File: src/rtl/ctr_stream_decryptor_pkg.sv
// Shared definitions for the CTR stream decryptor: block geometry and FSM states.
package ctr_stream_decryptor_pkg;

   localparam int BLOCK_BYTES = 16;
   localparam int BLOCK_BITS  = 128;
   localparam int BYTE_IDX_W  = 4;

   localparam logic [BYTE_IDX_W-1:0] LAST_BYTE_IDX = BYTE_IDX_W'(BLOCK_BYTES - 1);

   typedef enum logic [1:0] {
      S_IDLE    = 2'd0,
      S_DECRYPT = 2'd1,
      S_SEND    = 2'd2,
      S_DONE    = 2'd3
   } state_t;

endpackage

File: src/rtl/ctr_stream_decryptor_block_serializer.sv
// block_serializer: sends a 128-bit block as 16 UART bytes, LSB byte first,
// one byte per tx_start/tx_done handshake, and flags the final tx_done.
module block_serializer
   import ctr_stream_decryptor_pkg::*;
(
   input  logic                  clk,
   input  logic                  reset,
   input  logic                  load,
   input  logic [BLOCK_BITS-1:0] data,
   input  logic                  tx_done,
   output logic [7:0]            tx_data,
   output logic                  tx_start,
   output logic                  last
);

   logic [BLOCK_BITS-1:0] shift_reg;
   logic [BYTE_IDX_W-1:0] byte_idx;
   logic                  active;

   assign last = active && tx_done && (byte_idx == LAST_BYTE_IDX);

   // Byte sequencing: byte 0 goes out on load, each later byte the cycle after tx_done
   always_ff @(posedge clk) begin
      if (reset) begin
         shift_reg <= '0;
         byte_idx  <= '0;
         active    <= 1'b0;
         tx_data   <= '0;
         tx_start  <= 1'b0;
      end else begin
         tx_start <= 1'b0;
         if (load) begin
            shift_reg <= data >> 8;
            tx_data   <= data[7:0];
            tx_start  <= 1'b1;
            byte_idx  <= '0;
            active    <= 1'b1;
         end else if (active && tx_done) begin
            if (byte_idx == LAST_BYTE_IDX) begin
               active <= 1'b0;
            end else begin
               byte_idx  <= byte_idx + 1'b1;
               tx_data   <= shift_reg[7:0];
               shift_reg <= shift_reg >> 8;
               tx_start  <= 1'b1;
            end
         end
      end
   end

endmodule

File: src/rtl/ctr_stream_decryptor.sv
// ctr_stream_decryptor: assembles UART bytes into 128-bit blocks, hands them to
// an external decryption core and streams the plaintext back out over UART.
// Optional feature macro: BYTE_TIMEOUT_EN discards a stalled partial block.
module ctr_stream_decryptor
   import ctr_stream_decryptor_pkg::*;
#(
   parameter int NUM_BLOCKS     = 4,
   parameter int TIMEOUT_CYCLES = 8680
) (
   input  logic                  clk,
   input  logic                  reset,
   input  logic [7:0]            rx_data,
   input  logic                  rx_done,
   output logic [7:0]            tx_data,
   output logic                  tx_start,
   input  logic                  tx_done,
   output logic                  dec_start,
   output logic [BLOCK_BITS-1:0] dec_data_in,
   input  logic [BLOCK_BITS-1:0] dec_data_out,
   input  logic                  dec_done,
   output logic                  busy,
   output logic                  done,
   output logic                  error
);

   localparam int BLK_W = $clog2(NUM_BLOCKS + 1);
   localparam logic [BLK_W-1:0] LAST_BLK = BLK_W'(NUM_BLOCKS - 1);

   state_t                state, state_next;
   logic [BYTE_IDX_W-1:0] byte_cnt;
   logic [BLOCK_BITS-9:0] asm_reg;
   logic [BLOCK_BITS-1:0] hold_reg;
   logic                  hold_full;
   logic [BLK_W-1:0]      blk_cnt;
   logic                  load_dec, release_hold, ser_load, blk_inc, blk_clr, ser_last;
   logic                  block_complete, timeout_hit;
   logic [BLOCK_BITS-1:0] block_word;

   assign block_complete = rx_done && (byte_cnt == LAST_BYTE_IDX);
   assign block_word     = {rx_data, asm_reg};
   assign done           = (state == S_DONE);

`ifdef BYTE_TIMEOUT_EN
   localparam int TO_W = $clog2(TIMEOUT_CYCLES + 1);
   logic [TO_W-1:0] idle_cnt;

   assign timeout_hit = !rx_done && (byte_cnt != '0) && (idle_cnt == TO_W'(TIMEOUT_CYCLES - 1));

   // Idle-cycle counter that runs only while a partial block is waiting
   always_ff @(posedge clk) begin
      if (reset || rx_done || byte_cnt == '0 || timeout_hit) begin
         idle_cnt <= '0;
      end else begin
         idle_cnt <= idle_cnt + 1'b1;
      end
   end
`else
   assign timeout_hit = 1'b0;
`endif

   // Byte assembler: little-endian packing, runs regardless of FSM state
   always_ff @(posedge clk) begin
      if (reset) begin
         byte_cnt <= '0;
         asm_reg  <= '0;
      end else if (rx_done) begin
         if (block_complete) begin
            byte_cnt <= '0;
         end else begin
            asm_reg[{byte_cnt, 3'b000} +: 8] <= rx_data;
            byte_cnt <= byte_cnt + 1'b1;
         end
      end else if (timeout_hit) begin
         byte_cnt <= '0;
      end
   end

   // One-entry holding register; a release in the same cycle makes room for a new block
   always_ff @(posedge clk) begin
      if (reset) begin
         hold_reg  <= '0;
         hold_full <= 1'b0;
      end else if (block_complete && (!hold_full || release_hold)) begin
         hold_reg  <= block_word;
         hold_full <= 1'b1;
      end else if (release_hold) begin
         hold_full <= 1'b0;
      end
   end

   // Sticky error: a block arriving at a still-occupied holding register, or a stalled partial block
   always_ff @(posedge clk) begin
      if (reset) begin
         error <= 1'b0;
      end else if ((block_complete && hold_full && !release_hold) || timeout_hit) begin
         error <= 1'b1;
      end
   end

   // Busy rises with any received byte and falls when the frame completes
   always_ff @(posedge clk) begin
      if (reset) begin
         busy <= 1'b0;
      end else if (rx_done) begin
         busy <= 1'b1;
      end else if (state == S_DONE) begin
         busy <= 1'b0;
      end
   end

   // FSM state register
   always_ff @(posedge clk) begin
      if (reset) begin
         state <= S_IDLE;
      end else begin
         state <= state_next;
      end
   end

   // Next-state and control decode; strobes outside their expected state are ignored
   always_comb begin
      state_next   = state;
      load_dec     = 1'b0;
      release_hold = 1'b0;
      ser_load     = 1'b0;
      blk_inc      = 1'b0;
      blk_clr      = 1'b0;
      case (state)
         S_IDLE: begin
            if (hold_full) begin
               load_dec   = 1'b1;
               state_next = S_DECRYPT;
            end
         end
         S_DECRYPT: begin
            if (dec_done) begin
               release_hold = 1'b1;
               ser_load     = 1'b1;
               state_next   = S_SEND;
            end
         end
         S_SEND: begin
            if (ser_last) begin
               blk_inc    = 1'b1;
               state_next = (blk_cnt == LAST_BLK) ? S_DONE : S_IDLE;
            end
         end
         S_DONE: begin
            blk_clr    = 1'b1;
            state_next = S_IDLE;
         end
         default: state_next = S_IDLE;
      endcase
   end

   // Core launch: ciphertext held stable from the start pulse until the core answers
   always_ff @(posedge clk) begin
      if (reset) begin
         dec_start   <= 1'b0;
         dec_data_in <= '0;
      end else begin
         dec_start <= load_dec;
         if (load_dec) begin
            dec_data_in <= hold_reg;
         end
      end
   end

   // Blocks-per-frame counter
   always_ff @(posedge clk) begin
      if (reset || blk_clr) begin
         blk_cnt <= '0;
      end else if (blk_inc) begin
         blk_cnt <= blk_cnt + 1'b1;
      end
   end

   block_serializer u_serializer (
      .clk      (clk),
      .reset    (reset),
      .load     (ser_load),
      .data     (dec_data_out),
      .tx_done  (tx_done),
      .tx_data  (tx_data),
      .tx_start (tx_start),
      .last     (ser_last)
   );

endmodule

File: config.mk
export PLATFORM = sky130hd
export DESIGN_NAME = ctr_stream_decryptor
export DESIGN_NICKNAME = d
export VERILOG_FILES = /design/src/rtl/ctr_stream_decryptor_pkg.sv /design/src/rtl/ctr_stream_decryptor_block_serializer.sv /design/src/rtl/ctr_stream_decryptor.sv
export SDC_FILE = /design/constraint.sdc
export NUM_CORES = 1
export LEC_CHECK = 0
export BUFFER_PORTS_ARGS = -buffer_cell sky130_fd_sc_hd__buf_2
export CAP_MARGIN = 20
export CORE_MARGIN = 2
export CORE_UTILIZATION = 25
export DETAILED_ROUTE_END_ITERATION = 12
export GPL_TIMING_DRIVEN = 0
export PLACE_DENSITY_LB_ADDON = 0.15
export SYNTH_ARGS = -nofsm -noshare
export SYNTH_HDL_FRONTEND = slang
export SYNTH_SLANG_ARGS = --single-unit
File: constraint.sdc
create_clock -name clk -period 2.5 [get_ports clk]
set_clock_uncertainty 0.2 [all_clocks]
set_input_delay 0.5 -clock clk [delete_from_list [all_inputs] [get_ports clk]]
set_output_delay 0.5 -clock clk [all_outputs]
set_load 0.02 [all_outputs]
### Yosys cells after proc, flatten, opt, wreduce, memory -nomap -nowiden

Index checks and enable logic that the tools add are counted.

| cells by class | value |
|---|---|
| muxes and demuxes | 30 |
| shifts and indexed selects | 2 |
| bitwise logic cells | 2 |
| reductions and logical operators | 21 |
| add/sub/neg operators | 4 |
| eq/ne operators | 10 |

Operators by type and width:

| kind | count |
|---|---|
| $mux W120 | 3 |
| $bwmux W120 | 1 |
| $shift A8 B9 Y120 const A | 1 |
| $shiftx A8 B9 Y120 | 1 |
| $mux W8 | 3 |
| $mux W1 | 17 |
| $neg A7 Y9 | 1 |
| $add A4 B1 Y4 const B | 2 |
| $eq A4 B4 Y1 const B | 2 |
| $mux W2 | 4 |
| $ne A2 B2 Y1 const B | 4 |
| $pmux W2 S4 | 1 |
| $reduce_and A2 Y1 | 4 |
| $reduce_bool A2 Y1 | 4 |
| $logic_and A1 B1 Y1 | 6 |
| $eq A2 B2 Y1 const B | 2 |
| $mux W4 | 1 |
| $add A3 B1 Y3 const B | 1 |
| $eq A3 B2 Y1 const B | 1 |
| $reduce_and A3 Y1 | 1 |
| $eq A2 B1 Y1 const B | 1 |
| $logic_not A1 Y1 | 2 |
| $logic_not A2 Y1 | 1 |
| $logic_or A1 B1 Y1 | 2 |
| 2 further kinds | 3 |

| word-level totals | value |
|---|---|
| word-level logic and storage cells | 84 |
| register bits after elaboration | 523 |

### Logic depth before layout (Yosys ltp)

Gate-level depths: netlist (run 1).

| depth | value |
|---|---|
| depth after elaboration | 5 |
| depth in mapped cells | 9 |
| gate-level depth less buffers | 6 |

### Cells and area by module

A second synthesis (run 1) with hierarchy kept.

| unflattened totals | value |
|---|---|
| cell total of the unflattened synthesis | 2413 |
| area, all modules | 21022.7 um^2 |

Modules (own cells, without submodules):

| module | area each (um^2) | cells each | seq. area each (um^2) | times used |
|---|---|---|---|---|
| ctr_stream_decryptor | 14269.9 | 1649 | 7787.5 | 1 |
| block_serializer | 6752.7 | 764 | 2682.6 | 1 |

### Least setup slack after synthesis (run 1)

No wires, ideal clock.

| timing | value |
|---|---|
| kind | reg2reg |
| from | reg byte_cnt[1] |
| to | reg asm_reg[16] |
| buffers on the path | 1 |
| cell stages (with the launch flop) | 7 |
| arrival | 1.835 ns |
| required time | 2.168 ns |
| period minus slack after synthesis | 2.167 ns |
| setup time | 0.132 ns |
| setup slack | 0.333 ns |
| path through | dfxtp_1 -> inv_1 -> ha_1 -> nor2b_1 -> clkbuf_1 -> o211ai_4 -> mux2i_1 |

| between the ends | value |
|---|---|
| longest elaborated chain between the ends | 4 |
| elaborated cells on any way between the ends | 8 |
| those cells by class | add/sub (1); eq/ne (1); shift (2); mux (1); bitwise (1); reduce/logical (2) |

Ends and longest elaborated chain:

| element | RTL line | RTL |
|---|---|---|
| start, declared | ctr_stream_decryptor.sv:30 | `logic [BYTE_IDX_W-1:0] byte_cnt;` |
| start signal, assigned | ctr_stream_decryptor.sv:71 | `byte_cnt <= byte_cnt + 1'b1;` |
| parallel branches: the longest is 4 deep, another holds $neg A7 Y9 | -- |  |
| end signal, assigned by index | ctr_stream_decryptor.sv:70 | `asm_reg[{byte_cnt, 3'b000} +: 8] <= rx_data;` |
| end, declared | ctr_stream_decryptor.sv:31 | `logic [BLOCK_BITS-9:0] asm_reg;` |

Parallel ways; which one is timed is not known.
A chain may end at the register's enable or synchronous reset.

### Worst setup path after layout (run 1)

| timing | value |
|---|---|
| from | reg byte_cnt[0] |
| to | reg asm_reg[83] |

The elaborated chain is that of the path after synthesis.

==> results of run 1 <==
[worst register-to-register path, stage by stage, from the launching register on]
cell and delay, ns:
dfxtp_1 0.34, buf_4 0.19, inv_1 0.15, ha_2 0.30, and2b_1 0.30, nor3_4 0.10, o211ai_4 0.47, mux2i_1 0.26
[worst paths after layout]
path                                       start                    endpoint  slack [ns]  cells after the start
worst min-delay path            dec_data_out[44]  u_serializer.shift_reg[36]        0.04                      3
worst min register to register     hold_reg[100]            dec_data_in[100]        0.25                      2
worst max-delay path                 byte_cnt[0]                 asm_reg[83]        0.10                      7
worst max register to register       byte_cnt[0]                 asm_reg[83]        0.10                      7
[cells in the mapped netlist, types with 2 or more instances]
cell type / n
nor2_1: 17
buf_6: 2
buf_1: 3
nand4_1: 3
a21o_1: 2
nor3_1: 6
and3_1: 2
xor2_1: 3
clkbuf_1: 136
nor4_2: 2
nand3_2: 2
or3_1: 2
nand2_1: 921
nand3b_1: 2
a21oi_4: 8
o21ai_1: 2
a31oi_1: 122
nand2b_1: 5
buf_2: 35
nand4_2: 2
nand3_1: 16
a21oi_1: 274
and2_1: 2
mux2i_1: 121
xnor2_1: 3
dfxtp_1: 523
buf_4: 3
nor2b_1: 2
nor3_4: 3
ha_1: 7
o211ai_4: 4
inv_1: 7
o21ai_0: 122
[metal layers]
metal  vias to the layer above  part of all wire
met2                       326              0.46
met4                         8             0.021
li1                       8809                 -
met3                        90             0.049
met1                      8213              0.46
met5                         -           0.00071
[what timing repair did]
action                                  4_1_cts  5_1_grt
buffers inserted                              0        7
gates resized for setup                       7       19
hold endpoints to repair                     80        0
hold buffers                                 80        0
endpoints found under the setup margin      185      271
pin swaps                                     0        2
[per-stage QoR]
step,setup WS [ns],cell area (sq um)
after floorplan,0.333,19600
after global placement,-0.599,22300
after detailed placement,-0.674,22300
after CTS,0.000631,25100
after global routing,-0.00534,25300
final,0.103,25300
[layout make-up]
cell class,instances,area share
Tap cell,1040,0.0515
Multi-Input combinational cell,1668,0.331
Clock buffer,87,0.0662
Timing Repair Buffer,370,0.0949
Clock inverter,19,0.0104
Inverter,8,0.00119
Buffer,177,0.0299
Sequential cell,523,0.414
Antenna cell,6,0.000594
[cell families after synthesis]
group,Yosys count
and+or+nand+nor,994
DFF,523
buffers and inverters,187
AOI/OAI and AO/OA,540
muxes,121
xor gates and xnor gates,6
adders and majority gates,7
[power by group through the flow]
stage	combinational (W)	sequential, W	clock (W)
5_1_grt	0.000761	0.00836	0.00929
3_3_place_gp	0.000590	0.00854	0
6_report	0.000700	0.00836	0.00869
4_1_cts	0.000698	0.00836	0.00896
2_1_floorplan	0.000287	0.00854	0
3_5_place_dp	0.000596	0.00854	0
==> flow_summary.json, run 1 <==
{
  "run_status": "complete, no violations",
  "vias": 17400,
  "period_minus_slack_ns": 2.40,
  "hold_violations": 0,
  "synthDistinctLibCells": 47,
  "synth_compound_area_frac": 0.155,
  "viasPerCell": 4.48,
  "clock_sink_count": 523,
  "placedCellCount": 3701,
  "synthSimpleGateAreaFrac": 0.201,
  "yosysSeqAreaShare": 0.535,
  "die_h_um": 284,
  "area_delta_synth_final_pct": 29.1,
  "fin_util": 0.326,
  "crit_required_ns": 2.83,
  "final_cell_mix": "nand2_1, dfxtp_1, buf_2",
  "critPathMaxFanout": 10,
  "syn_area_per_cell_sq_um": 8.23,
  "maxSlewViolCount": 0,
  "hold_class": "input pin to flop",
  "leakage_nw": 9.20,
  "crit_arrival_ns": 2.73,
  "cts_inserted_buffers": 60,
  "boundaryPins": 282,
  "die-area_sq_um": 80500,
  "multiInputGateArea_sq_um": 8370,
  "rows": 102,
  "p_per_area_nw_per_um2": 702,
  "max_clock_freq_mhz": 417,
  "path_delay_family": "compound AO/OA/AOI/OAI gates",
  "grtUsageMet3": 0.0354,
  "period_share": 0.959,
  "setup_viol": 0,
  "io_buffers": 280,
  "p_switching_w": 0.00400,
  "yosys_warnings": 0,
  "cts_tree": "done",
  "synth-edff-count": 0,
  "nFillCells": 8349,
  "fin_nets": 2956,
  "path_clk_slew_ns": 0.06,
  "synth.area.top_cells": "dfxtp_1, nand2_1, a21oi_1, mux2i_1, a31oi_1",
  "remaining_drc_errors": 0,
  "syn_area_sq_um": 19600,
  "grt.met2_usage": 0.269,
  "slew_headroom": 0.347,
  "tightestPinTransition_ns": 0.979,
  "drtIter0Drc": 839,
  "holdWs_ns": 0.0353,
  "tns_ns": 0,
  "synth-main-ff-cell": "dfxtp_1",
  "core_sq_um": 77500,
  "synth-async-reset-ratio": 0,
  "synthMuxAreaShare": 0.0619,
  "sequentialPowerShare": 0.471,
  "grt_usage": 0.159,
  "synth.largest_area_cell": "dfxtp_1",
  "grt_pass1_vias": 17300,
  "ant_nets": 0,
  "slowest_stage": "o211ai_4",
  "hpwl_um": 49500,
  "grt_pass1_wl_um": 101000,
  "root_buffer": "clkbuf_16",
  "overflow": 0,
  "power.share.clock": 0.490,
  "final_common_cell": "nand2_1",
  "comb_power_share": 0.039,
  "synth_top_family_by_area": "simple AND/OR/NAND/NOR gates",
  "clk_latency_ns": 0.62,
  "setup.worst_path.start_class": "flop",
  "synth_seq_cells": 523,
  "syn_nets": 2526,
  "die_w_um": 284,
  "end_kind": "flop",
  "clock_path_buffers": 3,
  "gp_congestion": 0.832,
  "final-instance-count-excl-fill": 3898,
  "grt_max_degree": 17,
  "synth_xor_area_frac": 0.00268,
  "ff_latch_area_sq_um": 10500,
  "htree_levels": 2,
  "drive_gt1_frac": 0.160,
  "max_stage_delay_ns": 0.46,
  "swShare": 0.225,
  "drtPass1Iterations": 5,
  "irDropWorstVdd_uv": 536,
  "synthCells": 2378,
  "grt_antenna_before_repair": 10,
  "grt.met1_usage": 0.207,
  "post_drt_wl_per_cell_um": 17.0,
  "path_buf_inv": 2,
  "finalPower_w": 0.0178,
  "synth_adder_area_share": 0.00447,
  "cap_violations": 0,
  "start_util": 0.253,
  "worstPathCellList": "buf_4, inv_1, ha_2, and2b_1, nor3_4, o211ai_4, mux2i_1",
  "drt_wl_total_um": 66200,
  "p_int_w": 0.0138,
  "yosys.area.top_type_share": 0.535,
  "critical_path_class": "flop to flop",
  "grt.busiest_layer": "met2"
}
(Power assumes the default switching activity.)
==> run 2, diff against run 1 <==
- CORE_UTILIZATION: 25 -> 55
- PLACE_DENSITY: not set -> 0.77
- PLACE_DENSITY_LB_ADDON: 0.15 -> not set
- clock period: 2.5 -> 2.7 ns (I/O delays scaled with it)
==> flow_summary.json, run 2 (same netlist as run 1, synthesis figures left out) <==
{
  "hp-start": "dec_data_out[123]",
  "gp_congestion": 0.911,
  "drive_gt1_frac": 0.156,
  "post_drt_wl_per_cell_um": 17.0,
  "critical_path_class": "flop to flop",
  "cts_inserted_buffers": 52,
  "hpwl_um": 39200,
  "grt_pass1_wl_um": 85300,
  "period_minus_slack_ns": 2.57,
  "fin_nets": 2865,
  "vias": 17500,
  "post-cts-setup-buffers": 0,
  "path_clk_slew_ns": 0.06,
  "run_status": "complete, no violations",
  "drtIter0Drc": 1043,
  "finalPower_w": 0.0158,
  "htree_levels": 2,
  "clk_latency_ns": 0.58,
  "crit_arrival_ns": 2.87,
  "holdWs_ns": 0.0269,
  "critPathMaxFanout": 10,
  "drtPass1Iterations": 5,
  "period_share": 0.953,
  "io_buffers": 280,
  "crit_required_ns": 2.99,
  "start_util": 0.554,
  "worst_hold_path.endpoint": "u_serializer.shift_reg[115]",
  "r2r-end": "dec_data_in[7]",
  "rr_startpoint": "state[1]",
  "area_delta_synth_final_pct": 19.6,
  "setup.worst_path.start_class": "flop",
  "remaining_drc_errors": 0,
  "layout_setup_ws_ns": 0.126,
  "grt_max_degree": 15,
  "core_sq_um": 35300,
  "grt_pass1_vias": 16900,
  "irDropWorstVdd_uv": 612,
  "grt_antenna_before_repair": 3,
  "rsz0062_at_grt": "false",
  "clock_sink_count": 523,
  "dpl_worst_slack_ns": -0.143,
  "ant_nets": 0,
  "final_common_cell": "nand2_1",
  "p_per_area_nw_per_um2": 675,
  "cts_tree": "done",
  "tns_ns": 0,
  "overflow": 0,
  "fin_util": 0.663,
  "reg2reg_setup_slack_ns": 0.13,
  "die_h_um": 193,
  "whs_path_depth": 3,
  "setup_viol": 0,
  "end_kind": "flop",
  "hold_violations": 0,
  "grt_usage": 0.292,
  "cap_violations": 0,
  "die-area_sq_um": 37100,
  "nFillCells": 2962,
  "final_cell_mix": "nand2_1, dfxtp_1, buf_2",
  "hold_class": "input pin to flop",
  "die_w_um": 193,
  "maxSlewViolCount": 0,
  "rows": 69,
  "clock_path_buffers": 3,
  "slew_headroom": 0.305,
  "viasPerCell": 5.44,
  "root_buffer": "clkbuf_16",
  "max_clock_freq_mhz": 389,
  "tightestPinTransition_ns": 1.04,
  "leakage_nw": 8.71,
  "rr_worst_depth": 6,
  "drt_wl_total_um": 54700,
  "boundaryPins": 282
}
-- run 2: changes by cell type in the layout (fill, tap and decap cells not counted), sizes merged --
| cell | previous run | this run |
|---|---|---|
| clkbuf | 225 | 211 |
| clkinv | 13 | 5 |
| diode | 6 | 1 |
| bufinv | 5 | 6 |
| buf | 329 | 324 |
| dlygate4sd3 | 80 | 6 |
| clkinvlp | 1 | 2 |
| inv | 8 | 10 |
-- run 2: area by class of cell --
class                   instances  area, sq um  area share
clock inverters                15          238      0.0102
flip-flops and latches        523        10500       0.447
clock buffers                  77         1560      0.0665
multi-input cells            1668         8340       0.356
well taps                     461          577      0.0246
plain buffers                 178          741      0.0316
repair buffers                286         1460      0.0624
diodes                          1         2.50    0.000107
inverters                       8         30.0     0.00128
-- run 2: metrics by stage --
stage / cell area (sq um) / cells
finish: 23400 / 3217
CTS: 23400 / 3217
floorplan: 19600 / 2378
global route: 23400 / 3217
detailed placement: 21600 / 3119
global placement: 21600 / 3119
-- run 2: layer usage --
layer | wire length (um) | GRT usage
met1 | 22300 | 0.358
met2 | 26100 | 0.503
met3 | 4330 | 0.0582
met4 | 1990 | 0.114
met5 | 25 | 0
-- run 2: critical path: stages, from the launching register on --
cell	delay, ns
dfxtp_1	0.36
inv_1	0.15
and3_1	0.20
buf_1	0.78
clkbuf_1	0.47
nand2_1	0.15
a21oi_1	0.15
-- run 2: power breakdown --
part / internal [W] / switching [W]
logic: 0.000168 / 0.000363
clock network: 0.00455 / 0.00299
registers: 0.00773 / 0.0000114
-- run 2: what timing repair did --
action	in CTS	in global routing
hold buffers	6	0
endpoints found under the setup margin	6	31
gates resized for setup	2	4
endpoints found under the hold margin	6	0
-- run 2: worst max path at each step --
stage | endpoint | slack [ns] | from | cells after the start
finish | dec_data_in[7] | 0.13 | state[1] | 6
global route | dec_data_in[7] | 0.005 | state[1] | 6
CTS | asm_reg[109] | 0.08 | byte_cnt[0] | 9
detailed placement | asm_reg[54] | -0.14 | reset | 6
global placement | asm_reg[55] | -0.09 | reset | 6
floorplan | asm_reg[16] | 0.53 | byte_cnt[1] | 6
